==> config.mk <==
export PLATFORM = sky130hd
export DESIGN_NAME = ky32_dmem_arbiter
export DESIGN_NICKNAME = d
export VERILOG_FILES = /design/src/rtl/ky32_pkg.sv /design/src/rtl/ky32_rr_pick.sv /design/src/rtl/ky32_dmem_arbiter.sv
export SDC_FILE = /design/constraint.sdc
export NUM_CORES = 1
export LEC_CHECK = 0
export CAP_MARGIN = 0
export CORE_MARGIN = 2
export CORE_UTILIZATION = 37
export DETAILED_ROUTE_END_ITERATION = 6
export GPL_TIMING_DRIVEN = 0
export PLACE_DENSITY_LB_ADDON = 0.08
export SYNTH_ARGS = -nofsm -noshare
export SYNTH_HDL_FRONTEND = slang
export SYNTH_HIERARCHICAL = 1
export SYNTH_SLANG_ARGS = --single-unit
==> constraint.sdc <==
create_clock -name clk -period 3 [get_ports clk]
set_input_delay 0.6 -clock clk [delete_from_list [all_inputs] [get_ports clk]]
set_output_delay 0.6 -clock clk [all_outputs]
set_load 0.02 [all_outputs]
==> src/rtl/ky32_pkg.sv <==
// Shared KY32 data-memory arbitration types: ownership states, port indices, burst default.
package ky32_pkg;

  typedef enum logic [1:0] {
    IDLE = 2'd0,
    P0   = 2'd1,
    P1   = 2'd2
  } owner_t;

  localparam int PORT_CPU      = 0;
  localparam int PORT_LDR      = 1;
  localparam int MAX_BURST_DEF = 8;

endpackage

==> src/rtl/ky32_rr_pick.sv <==
// Two-way round-robin picker with a loader lock override; returns a one-hot (or zero) grant vector.
module ky32_rr_pick
  import ky32_pkg::*;
(
  input  logic [1:0] req,
  input  logic       lock1,
  input  logic       owner_p1,
  input  logic       burst_open,
  input  logic       last,
  output logic [1:0] gnt
);

  always_comb begin
    gnt = 2'b00;
    if (req[PORT_CPU] && !req[PORT_LDR]) begin
      gnt[PORT_CPU] = 1'b1;
    end else if (req[PORT_LDR] && !req[PORT_CPU]) begin
      gnt[PORT_LDR] = 1'b1;
    end else if (req[PORT_CPU] && req[PORT_LDR]) begin
      // Locked loader keeps the port until its burst budget is spent
      if (owner_p1 && lock1 && burst_open)
        gnt[PORT_LDR] = 1'b1;
      else if (last)
        gnt[PORT_CPU] = 1'b1;
      else
        gnt[PORT_LDR] = 1'b1;
    end
  end

endmodule

==> src/rtl/ky32_dmem_arbiter.sv <==
// Shares the data-memory port between the CPU (port 0) and the loader (port 1);
// zero-latency grant, registered read return, CPU stall on refusal.
module ky32_dmem_arbiter
  import ky32_pkg::*;
#(
  parameter int MAX_BURST = MAX_BURST_DEF,
  parameter int AW        = 32,
  parameter int DW        = 32
) (
  input  logic          clk,
  input  logic          rst,
  input  logic          req0,
  input  logic          req1,
  input  logic          we0,
  input  logic          we1,
  input  logic [AW-1:0] addr0,
  input  logic [AW-1:0] addr1,
  input  logic [DW-1:0] wdata0,
  input  logic [DW-1:0] wdata1,
  input  logic          lock1,
  output logic          gnt0,
  output logic          gnt1,
  output logic          rvalid0,
  output logic          rvalid1,
  output logic [DW-1:0] rdata,
  output logic          stall0,
  output logic [AW-1:0] mem_addr,
  output logic [DW-1:0] mem_wdata,
  output logic          mem_we,
  input  logic [DW-1:0] mem_rdata
);

  localparam logic [7:0] BURST_MAX = 8'(MAX_BURST);

  owner_t        owner_q, owner_d;
  logic          last_q, last_d;
  logic [7:0]    burst_q, burst_d;
  logic [1:0]    pick_gnt, gnt;
  logic          rd_gnt;
  logic [AW-1:0] addr_hold_q;
  logic [DW-1:0] wdata_hold_q;
  logic          rd_vld0_p1, rd_vld1_p1;
  logic [DW-1:0] rdata_p1;

  ky32_rr_pick u_pick (
    .req        ({req1, req0}),
    .lock1      (lock1),
    .owner_p1   (owner_q == P1),
    .burst_open (burst_q < BURST_MAX),
    .last       (last_q),
    .gnt        (pick_gnt)
  );

  // Stage p0: grant and memory mux, suppressed while reset is asserted
  assign gnt    = rst ? 2'b00 : pick_gnt;
  assign gnt0   = gnt[PORT_CPU];
  assign gnt1   = gnt[PORT_LDR];
  assign stall0 = req0 & ~gnt0;
  assign mem_we = (gnt0 & we0) | (gnt1 & we1);
  assign rd_gnt = (gnt0 & ~we0) | (gnt1 & ~we1);

  always_comb begin
    mem_addr  = addr_hold_q;
    mem_wdata = wdata_hold_q;
    if (gnt0) begin
      mem_addr  = addr0;
      mem_wdata = wdata0;
    end else if (gnt1) begin
      mem_addr  = addr1;
      mem_wdata = wdata1;
    end
  end

  always_comb begin
    owner_d = IDLE;
    last_d  = last_q;
    burst_d = 8'd0;
    if (gnt0) begin
      owner_d = P0;
      last_d  = 1'b0;
    end else if (gnt1) begin
      owner_d = P1;
      last_d  = 1'b1;
      if (owner_q != P1)
        burst_d = 8'd1;
      else if (burst_q >= BURST_MAX)
        burst_d = burst_q;
      else
        burst_d = burst_q + 8'd1;
    end
  end

  always_ff @(posedge clk) begin
    if (rst) begin
      owner_q    <= IDLE;
      last_q     <= 1'b1;
      burst_q    <= 8'd0;
      rd_vld0_p1 <= 1'b0;
      rd_vld1_p1 <= 1'b0;
      rdata_p1   <= '0;
    end else begin
      owner_q    <= owner_d;
      last_q     <= last_d;
      burst_q    <= burst_d;
      rd_vld0_p1 <= gnt0 & ~we0;
      rd_vld1_p1 <= gnt1 & ~we1;
      if (rd_gnt)
        rdata_p1 <= mem_rdata;
    end
  end

  // Idle cycles keep presenting the last granted address and data
  always_ff @(posedge clk) begin
    if (gnt0 || gnt1) begin
      addr_hold_q  <= mem_addr;
      wdata_hold_q <= mem_wdata;
    end
  end

  // Stage p1: registered read return
  assign rvalid0 = rd_vld0_p1;
  assign rvalid1 = rd_vld1_p1;
  assign rdata   = rdata_p1;

endmodule

==> results.tsv, run 1 <==
stage	metric	value	unit
drt	via count	5967	
status	status	finished with violations	
timing	fin. max-slew vios	0	
clocking	Clock Sink Count	109	
cells_and_area	Util after Layout	0.699	
clocking	H-tree depth	3	
pwr	switching power share of the total	0.294	
pwr	P_sw	1.39	mW
drt	Starting DRT DRC Count	353	
yosys	Netlist cell types	35	
pwr	internal power	3.33	mW
place	routability cong.	0.828	
worst_setup_path	Reg-to-Reg End	addr_hold_q[19]	
timing	final period utilization	1.10	
pwr	Comb power frac	0.348	
drt	TritonRoute pass-1 iters	5	
yosys	syn avg cell area	9.73	um2
drt	post-route ant nets	0	
clocking	CTS tree	done	
place	HPWL Detailed	14000	um
drt	vias per cell	5.38	
drt	metal2 WL	10700	um
worst_setup_path	worst path bufs/invs	5	
cells_and_area	fillers	1131	
timing	setup ws final	-0.287	ns
clocking	clock slew at reported path FFs	0.07	ns
drt	met1 WL	8360	um
clocking	Clock Path Buffers	2	
die	num rows	44	
pwr	PwrDens	466	mW/mm2
yosys	Post-Syn Instances	562	
place	Port Buffers	267	
worst_setup_path	CP required	2.40	ns
cells_and_area	Reg area	0.00283	mm2
pwr	Max IR drop VDD	252	uV
drt	DRC Markers	0	
clocking	TritonCTS Buffers	9	
die	die area	0.0158	mm2
drt	top sig layer	met4	
place	Area after DPL	0.00837	mm2
min_path	HP Class	reg -> reg	
timing	RSZ-0062 raised after global routing	yes	
worst_setup_path	Worst Reg-to-Reg Cells	17	
worst_setup_path	arrival time worst endpoint	2.69	ns
timing	FMAX	304	MHz
global_route	total grt overflow	0	
die	die height	126	um
min_path	Hold Crit Start	burst_q[5]	
min_path	Hold EP	burst_q[5]	
timing	Worst Skew	0.00726	ns
worst_setup_path	Worst path max stage delay	0.57	ns
worst_setup_path	R2R setup slack	-0.09	ns
drt	final WL	21000	um
worst_setup_path	Worst Setup Path Type	reg -> out	
clocking	Root Buffer	clkbuf_16	
drt	met3 WL	1530	um
pwr	P_leak	3.73	nW
timing	minimum clock period	3.29	ns
clocking	Worst-Skew Late Latency	0.35	ns
yosys	post-synth net total	731	
pwr	Flop pwr share	0.383	
worst_setup_path	CP cell instances	or4_4 -> nor2_4 -> nand3_2 -> a31oi_4 -> nand2b_1 -> inv_2 -> buf_12 -> buf_4 -> clkbuf_16 -> a21oi_1 -> o21ai_1 -> buf_4	
worst_setup_path	Crit path top cell by count	buf_4	
drt	post-DR wirelength/cell	18.9	um
min_path	WHS Path Cells	1	
status	failing checks	negative setup slack	
die	starting density of the core	0.378	
worst_setup_path	critical path depth in cells	12	
worst_setup_path	critical path endpoint category	primary output	
timing	final hold violation count	0	
worst_setup_path	CP startpoint kind	register	
timing	Tightest Pin Transition	0.945	ns
die	Ports	269	
die	Core Footprint	0.0145	mm2
cells_and_area	number of antenna diodes	0	
cells_and_area	share of cells above drive strength 1	0.321	
worst_setup_path	crit-path leading delay family	simple AND/OR/NAND/NOR gates	
worst_setup_path	slowest cell on the critical path	or4_4	
yosys	post-synthesis sequential area ratio	0.516	
global_route	GRT Util Overall	0.245	
global_route	initial antenna violation count	0	
job	total of max-cap violations	0	
worst_setup_path	CP Max Fanout	5	
global_route	first-pass GRT wire length	31100	um
global_route	largest net degree at the start of global routing	65	
cells_and_area	Final Cell Area	0.0101	mm2
cells_and_area	nets	1090	
yosys	yosys warns	6	
cells_and_area	Area Growth Syn to Fin	85.1	%
global_route	vias in the first global route	5947	
pwr	Clk pwr share	0.269	
timing	Rel. slew slack	0.370	
yosys	area of the mapped netlist	0.00547	mm2
clocking	hold buffers post-CTS	0	
timing	setup_tns	-13.33	ns
cells_and_area	multi-input logic area	0.00285	mm2
yosys	flops & latches, synth	109	
die	die width	126	um
timing	setup violation total in the final timing report	66	
worst_setup_path	Critical R2R Launch	burst_q[4]	
-- cell families after synthesis --
family                   after synthesis  synth area share
flip-flops                           109             0.516
buffers and inverters                 60            0.0462
AO/OA/AOI/OAI                        267             0.277
AND/OR/NAND/NOR                      124             0.156
adder cells (fa/ha/maj)                2           0.00458
-- cell usage in the layout (no fill, tap or decap), types with 3 or more instances in the layout --
master / count
edfxtp_1: 64
clkbuf_16: 16
o21ai_2: 35
or3b_2: 4
a22oi_2: 26
clkdlybuf4s50_1: 199
inv_1: 4
a21oi_1: 74
a21oi_4: 7
buf_12: 7
or3b_1: 28
clkbuf_1: 23
a22oi_1: 38
and2_1: 3
clkbuf_8: 4
a21oi_2: 18
buf_6: 49
clkbuf_2: 4
o21ai_0: 35
o21ai_1: 29
nor2_1: 3
buf_8: 8
buf_4: 97
buf_2: 4
dfxtp_1: 43
nor2b_1: 69
-- registers in the layout (all words and copies together), names as in the netlist --
signal and cells:
addr_hold_q 32, rdata 32, wdata_hold_q 32, burst_q 8
owner_q 2, last_q 1, rvalid0 1, rvalid1 1
-- cell usage after synthesis --
cell | number | area, um2
a21oi_1 | 99 | 495
o21ai_0 | 98 | 490
nor2b_1 | 71 | 444
a22oi_1 | 64 | 480
edfxtp_1 | 64 | 1920
dfxtp_1 | 45 | 901
clkbuf_1 | 41 | 154
or3b_1 | 28 | 245
buf_2 | 10 | 50.1
inv_1 | 4 | 15.0
nor2_1 | 4 | 15.0
or3b_2 | 4 | 35.0
and2_1 | 3 | 18.8
nand3_1 | 3 | 15.0
buf_4 | 2 | 15.0
ha_1 | 2 | 25.0
nand4_1 | 2 | 12.5
a22o_1 | 1 | 8.76
a311oi_1 | 1 | 8.76
a31oi_1 | 1 | 6.26
and2_2 | 1 | 7.51
buf_1 | 1 | 3.75
buf_6 | 1 | 11.3
inv_2 | 1 | 3.75
nand2b_1 | 1 | 6.26
nand3b_1 | 1 | 7.51
nor3b_1 | 1 | 7.51
nor4_1 | 1 | 6.26
o211a_1 | 1 | 10.0
o21ai_1 | 1 | 5.00
o21bai_1 | 1 | 7.51
or2_2 | 1 | 6.26
or2b_2 | 1 | 8.76
or3_1 | 1 | 6.26
or4_4 | 1 | 11.3
-- worst max path at each step --
stage	startpoint	endpoint
finish	burst_q[4]	mem_wdata[6]
floorplan	burst_q[7]	mem_addr[25]
detailed placement	lock1	mem_wdata[21]
CTS	burst_q[4]	mem_addr[18]
global placement	lock1	mem_wdata[18]
global route	burst_q[4]	mem_wdata[9]
-- area by class of cell --
type / instances / area share
clock inverter: 3 / 0.00210
timing repair buffer: 350 / 0.342
clock buffer: 13 / 0.0299
sequential: 109 / 0.279
inverter: 5 / 0.00186
buffer: 52 / 0.0402
multi-input combinational: 394 / 0.282
tap: 184 / 0.0228
-- timing repair --
item | CTS | global route
setup endpoints to repair | 182 | 131
gates resized for setup | 511 | 153
cloned | 6 | 4
buffers inserted | 49 | 26
pin swaps | 19 | 38
-- power by group through the flow --
stage	clock network (mW)	logic (mW)	registers (mW)
CTS	1.29	1.41	1.80
finish	1.27	1.64	1.81
detailed placement	0	1.25	1.83
global route	1.34	1.74	1.82
global placement	0	1.23	1.82
floorplan	0	0.560	1.85
-- per-layer routing --
layer  vias up  track usage
met2       226        0.417
met4         0       0.0882
met3        33       0.0672
met1      2880        0.297
met5         -            0
li1       2828            -
-- stage by stage --
step           worst slack (ns)  hold slack [ns]  power [mW]  instances
2_1_floorplan            0.0142            0.455        2.41        562
3_3_place_gp             -0.983            0.469        3.05       1013
3_5_place_dp              -1.03            0.474        3.08       1013
4_1_cts                  -0.304            0.499        4.50       1083
5_1_grt                  -0.400            0.511        4.90       1110
6_report                 -0.287            0.495        4.72       1110
-- worst register-to-register path: cells and delay by family (launching register included) --
| family | cells | cell delay, ns |
|---|---|---|
| AND/OR/NAND/NOR | 4 | 0.96 |
| AO/OA/AOI/OAI | 3 | 0.38 |
| buffers and inverters | 10 | 1.20 |
| flip-flops | 1 | 0.32 |
Power figures use the tool's default switching activity.
==> run 2: changes to the inputs <==
--- a/config.mk
+++ b/config.mk
@@ -11,6 +11,7 @@
 export DETAILED_ROUTE_END_ITERATION = 6
 export GPL_TIMING_DRIVEN = 0
 export PLACE_DENSITY_LB_ADDON = 0.08
+export SKIP_LAST_GASP = 1
 export SYNTH_ARGS = -nofsm -noshare
 export SYNTH_HDL_FRONTEND = slang
 export SYNTH_HIERARCHICAL = 1
==> run 2 against run 1 <==
Via count rose by 0.28%; combinational power fell by 4%; largest cell class unchanged; sequential share of layout area rose by 0.50 points; cell area fell by 1.7%; the flow still finishes with violations (negative setup slack); critical endpoint is now mem_addr[8]; first-iteration DRC count fell by 13%.
==> results.tsv, run 2 (synthesized netlist as in run 1, its figures left out) <==
stage	metric	value	unit	change
status	status	finished with violations		unchanged
status	failing checks	negative setup slack		unchanged
drt	post-DR wirelength/cell	18.7	um	was 18.9 um
clocking	Worst-Skew Late Latency	0.35	ns	about the same
cells_and_area	most frequent cells in the layout	199 x clkdlybuf4s50_1, 119 x buf_4, 86 x a21oi_1, 70 x nor2b_1, 64 x edfxtp_1		was 199 x clkdlybuf4s50_1, 97 x buf_4, 74 x a21oi_1, 69 x nor2b_1, 64 x edfxtp_1
drt	vias per cell	5.37		was 5.38
cells_and_area	Area Growth Syn to Fin	81.8	%	was 85.1%
global_route	vias in the first global route	5962		was 5,947
cells_and_area	number of antenna diodes	0		unchanged
timing	fin. max-slew vios	0		unchanged
global_route	GRT Util Overall	0.243		was 0.245
worst_setup_path	Critical R2R Launch	burst_q[4]		unchanged
global_route	GRT busiest layer	met2		unchanged
drt	TritonRoute pass-1 iters	7		was 5
drt	Starting DRT DRC Count	306		was 353
cells_and_area	Final Cell Area	0.00994	mm2	was 0.0101 mm2
min_path	Hold Crit Start	burst_q[5]		unchanged
pwr	Flop pwr share	0.387		was 0.383
pwr	Clk pwr share	0.274		was 0.269
clocking	TritonCTS Buffers	9		unchanged
clocking	H-tree depth	3		unchanged
global_route	met3 usage	0.0672		unchanged
clocking	Clock Path Buffers	2		unchanged
worst_setup_path	critical path endpoint category	primary output		unchanged
drt	final WL	20800	um	was 21,000 um
place	Area after DPL	0.00837	mm2	unchanged
worst_setup_path	Worst Setup Path Type	reg -> out		unchanged
global_route	grt met2 use	0.413		was 0.417
timing	FMAX	303	MHz	was 304 MHz
worst_setup_path	R2R setup slack	-0.18	ns	was -0.09 ns
worst_setup_path	worst path bufs/invs	5		unchanged
pwr	switching power share of the total	0.293		was 0.294
job	total of max-cap violations	0		unchanged
die	Ports	269		unchanged
min_path	Hold EP	burst_q[5]		unchanged
cells_and_area	multi-input logic area	0.00272	mm2	was 0.00285 mm2
pwr	Max IR drop VDD	252	uV	about the same
die	num rows	44		unchanged
cells_and_area	fillers	1153		was 1,131
timing	Rel. slew slack	0.375		was 0.370
worst_setup_path	CP cell instances	or4_4 -> nor2_4 -> nand3_2 -> a31oi_4 -> nand2b_1 -> inv_2 -> buf_12 -> buf_12 -> buf_8 -> a21oi_1 -> o21ai_1 -> buf_4		was or4_4 -> nor2_4 -> nand3_2 -> a31oi_4 -> nand2b_1 -> inv_2 -> buf_12 -> buf_4 -> clkbuf_16 -> a21oi_1 -> o21ai_1 -> buf_4
pwr	P_leak	3.70	nW	was 3.73 nW
pwr	P_sw	1.37	mW	was 1.39 mW
worst_setup_path	Reg-to-Reg End	addr_hold_q[19]		unchanged
timing	setup ws final	-0.304	ns	was -0.287 ns
cells_and_area	nets	1094		was 1,090
timing	Worst Skew	0.00738	ns	was 0.00726 ns
cells_and_area	share of cells above drive strength 1	0.294		was 0.321
global_route	met1 GRT Util	0.294		was 0.297
global_route	initial antenna violation count	0		unchanged
clocking	hold buffers post-CTS	0		unchanged
min_path	WHS Path Cells	1		unchanged
cells_and_area	most common cell after layout, fill and taps aside	clkdlybuf4s50_1		unchanged
worst_setup_path	Worst path max stage delay	0.57	ns	about the same
global_route	first-pass GRT wire length	31000	um	was 31,100 um
die	starting density of the core	0.378		unchanged
worst_setup_path	Crit path top cell by count	buf_12		was buf_4
worst_setup_path	Worst Reg-to-Reg Cells	17		unchanged
timing	minimum clock period	3.30	ns	was 3.29 ns
timing	setup violation total in the final timing report	66		unchanged
drt	via count	5984		was 5,967
clocking	CTS tree	done		unchanged
place	routability cong.	0.828		unchanged
drt	post-route ant nets	0		unchanged
cells_and_area	Reg area	0.00283	mm2	unchanged
die	die area	0.0158	mm2	unchanged
worst_setup_path	CP required	2.40	ns	about the same
clocking	Root Buffer	clkbuf_16		unchanged
worst_setup_path	CP startpoint kind	register		unchanged
place	Port Buffers	267		unchanged
worst_setup_path	arrival time worst endpoint	2.70	ns	was 2.69 ns
global_route	largest net degree at the start of global routing	65		unchanged
global_route	total grt overflow	0		unchanged
worst_setup_path	critical path depth in cells	12		unchanged
worst_setup_path	CP Max Fanout	6		was 5
timing	final hold violation count	0		unchanged
clocking	clock slew at reported path FFs	0.07	ns	about the same
pwr	Comb power frac	0.339		was 0.348
clocking	Clock Sink Count	109		unchanged
worst_setup_path	crit-path leading delay family	simple AND/OR/NAND/NOR gates		unchanged
timing	final period utilization	1.10		about the same
pwr	PwrDens	469	mW/mm2	was 466 mW/mm2
die	Core Footprint	0.0145	mm2	unchanged
min_path	HP Class	reg -> reg		unchanged
timing	Tightest Pin Transition	0.937	ns	was 0.945 ns
worst_setup_path	slowest cell on the critical path	or4_4		unchanged
place	pre-CTS WS	-1.03	ns	unchanged
die	die width	126	um	unchanged
timing	Hold WS	0.495	ns	about the same
place	HPWL Detailed	14000	um	unchanged
die	die height	126	um	unchanged
timing	RSZ-0062 raised after global routing	yes		unchanged
pwr	internal power	3.30	mW	was 3.33 mW
drt	DRC Markers	0		unchanged
[run 2: cell types whose count changed in the layout (fill, tap and decap cells not counted), moves of 4 or more]
cell,delta
a21oi_1,+12
a21oi_2,-8
a21oi_4,-4
buf_4,+22
buf_6,-23
o21ai_1,+11
o21ai_2,-11
[run 2: worst register-to-register path, cell delays in order, from the launching register on]
cell      delay (ns)
dfxtp_2         0.32
or4_4           0.57
nor2_4          0.12
nand3_2         0.10
a31oi_4         0.18
buf_4           0.15
buf_12          0.13
clkbuf_4        0.22
nor2b_1         0.06
a21oi_1         0.14
o21ai_2         0.08
buf_4           0.15
buf_4           0.12
buf_4           0.12
buf_4           0.12
buf_4           0.12
buf_4           0.12
buf_4           0.12
[run 2: per-layer routing]
| metal | up-vias | part of all wire |
|---|---|---|
| met2 | 228 | 0.50 |
| met3 | 39 | 0.074 |
| met5 | - | 0 |
| met4 | 0 | 0.026 |
| met1 | 2889 | 0.40 |
| li1 | 2828 | - |
[run 2: worst max-delay path by stage]
stage	start	endpoint
after floorplan	burst_q[7]	mem_addr[25]
after global placement	lock1	mem_wdata[18]
after detailed placement	lock1	mem_wdata[21]
after CTS	burst_q[4]	mem_addr[18]
after global routing	burst_q[4]	mem_wdata[9]
final	burst_q[4]	mem_addr[8]
[run 2: final cells by class]
type / instances / area share
repair buffers: 354 / 0.344
flip-flops and latches: 109 / 0.284
multi-input cells: 394 / 0.274
plain buffers: 52 / 0.0409
clock buffers: 13 / 0.0305
well taps: 184 / 0.0232
clock inverters: 3 / 0.00214
inverters: 5 / 0.00189
[run 2: repair_timing]
action	in CTS	in global routing
endpoints found under the setup margin	182	132
hold endpoints to repair	0	0
gates cloned	6	4
gates resized for setup	494	113
buffers inserted	49	29
pin swaps	19	25
[run 2: through the flow]
step | power [mW] | instances | utilization | setup TNS, ns
6_report | 4.67 | 1114 | 0.687 | -14.58
5_1_grt | 4.84 | 1114 | 0.687 | -21.18
4_1_cts | 4.48 | 1083 | 0.640 | -14.96
3_5_place_dp | 3.08 | 1013 | 0.578 | -94.40
3_3_place_gp | 3.05 | 1013 | 0.578 | -92.97
2_1_floorplan | 2.41 | 562 | - | 0
[run 2: power groups by stage]
stage	clock network [mW]	registers, mW	logic, mW
6_report	1.28	1.81	1.58
5_1_grt	1.34	1.82	1.68
4_1_cts	1.29	1.80	1.39
3_5_place_dp	0	1.83	1.25
3_3_place_gp	0	1.82	1.23
2_1_floorplan	0	1.85	0.560
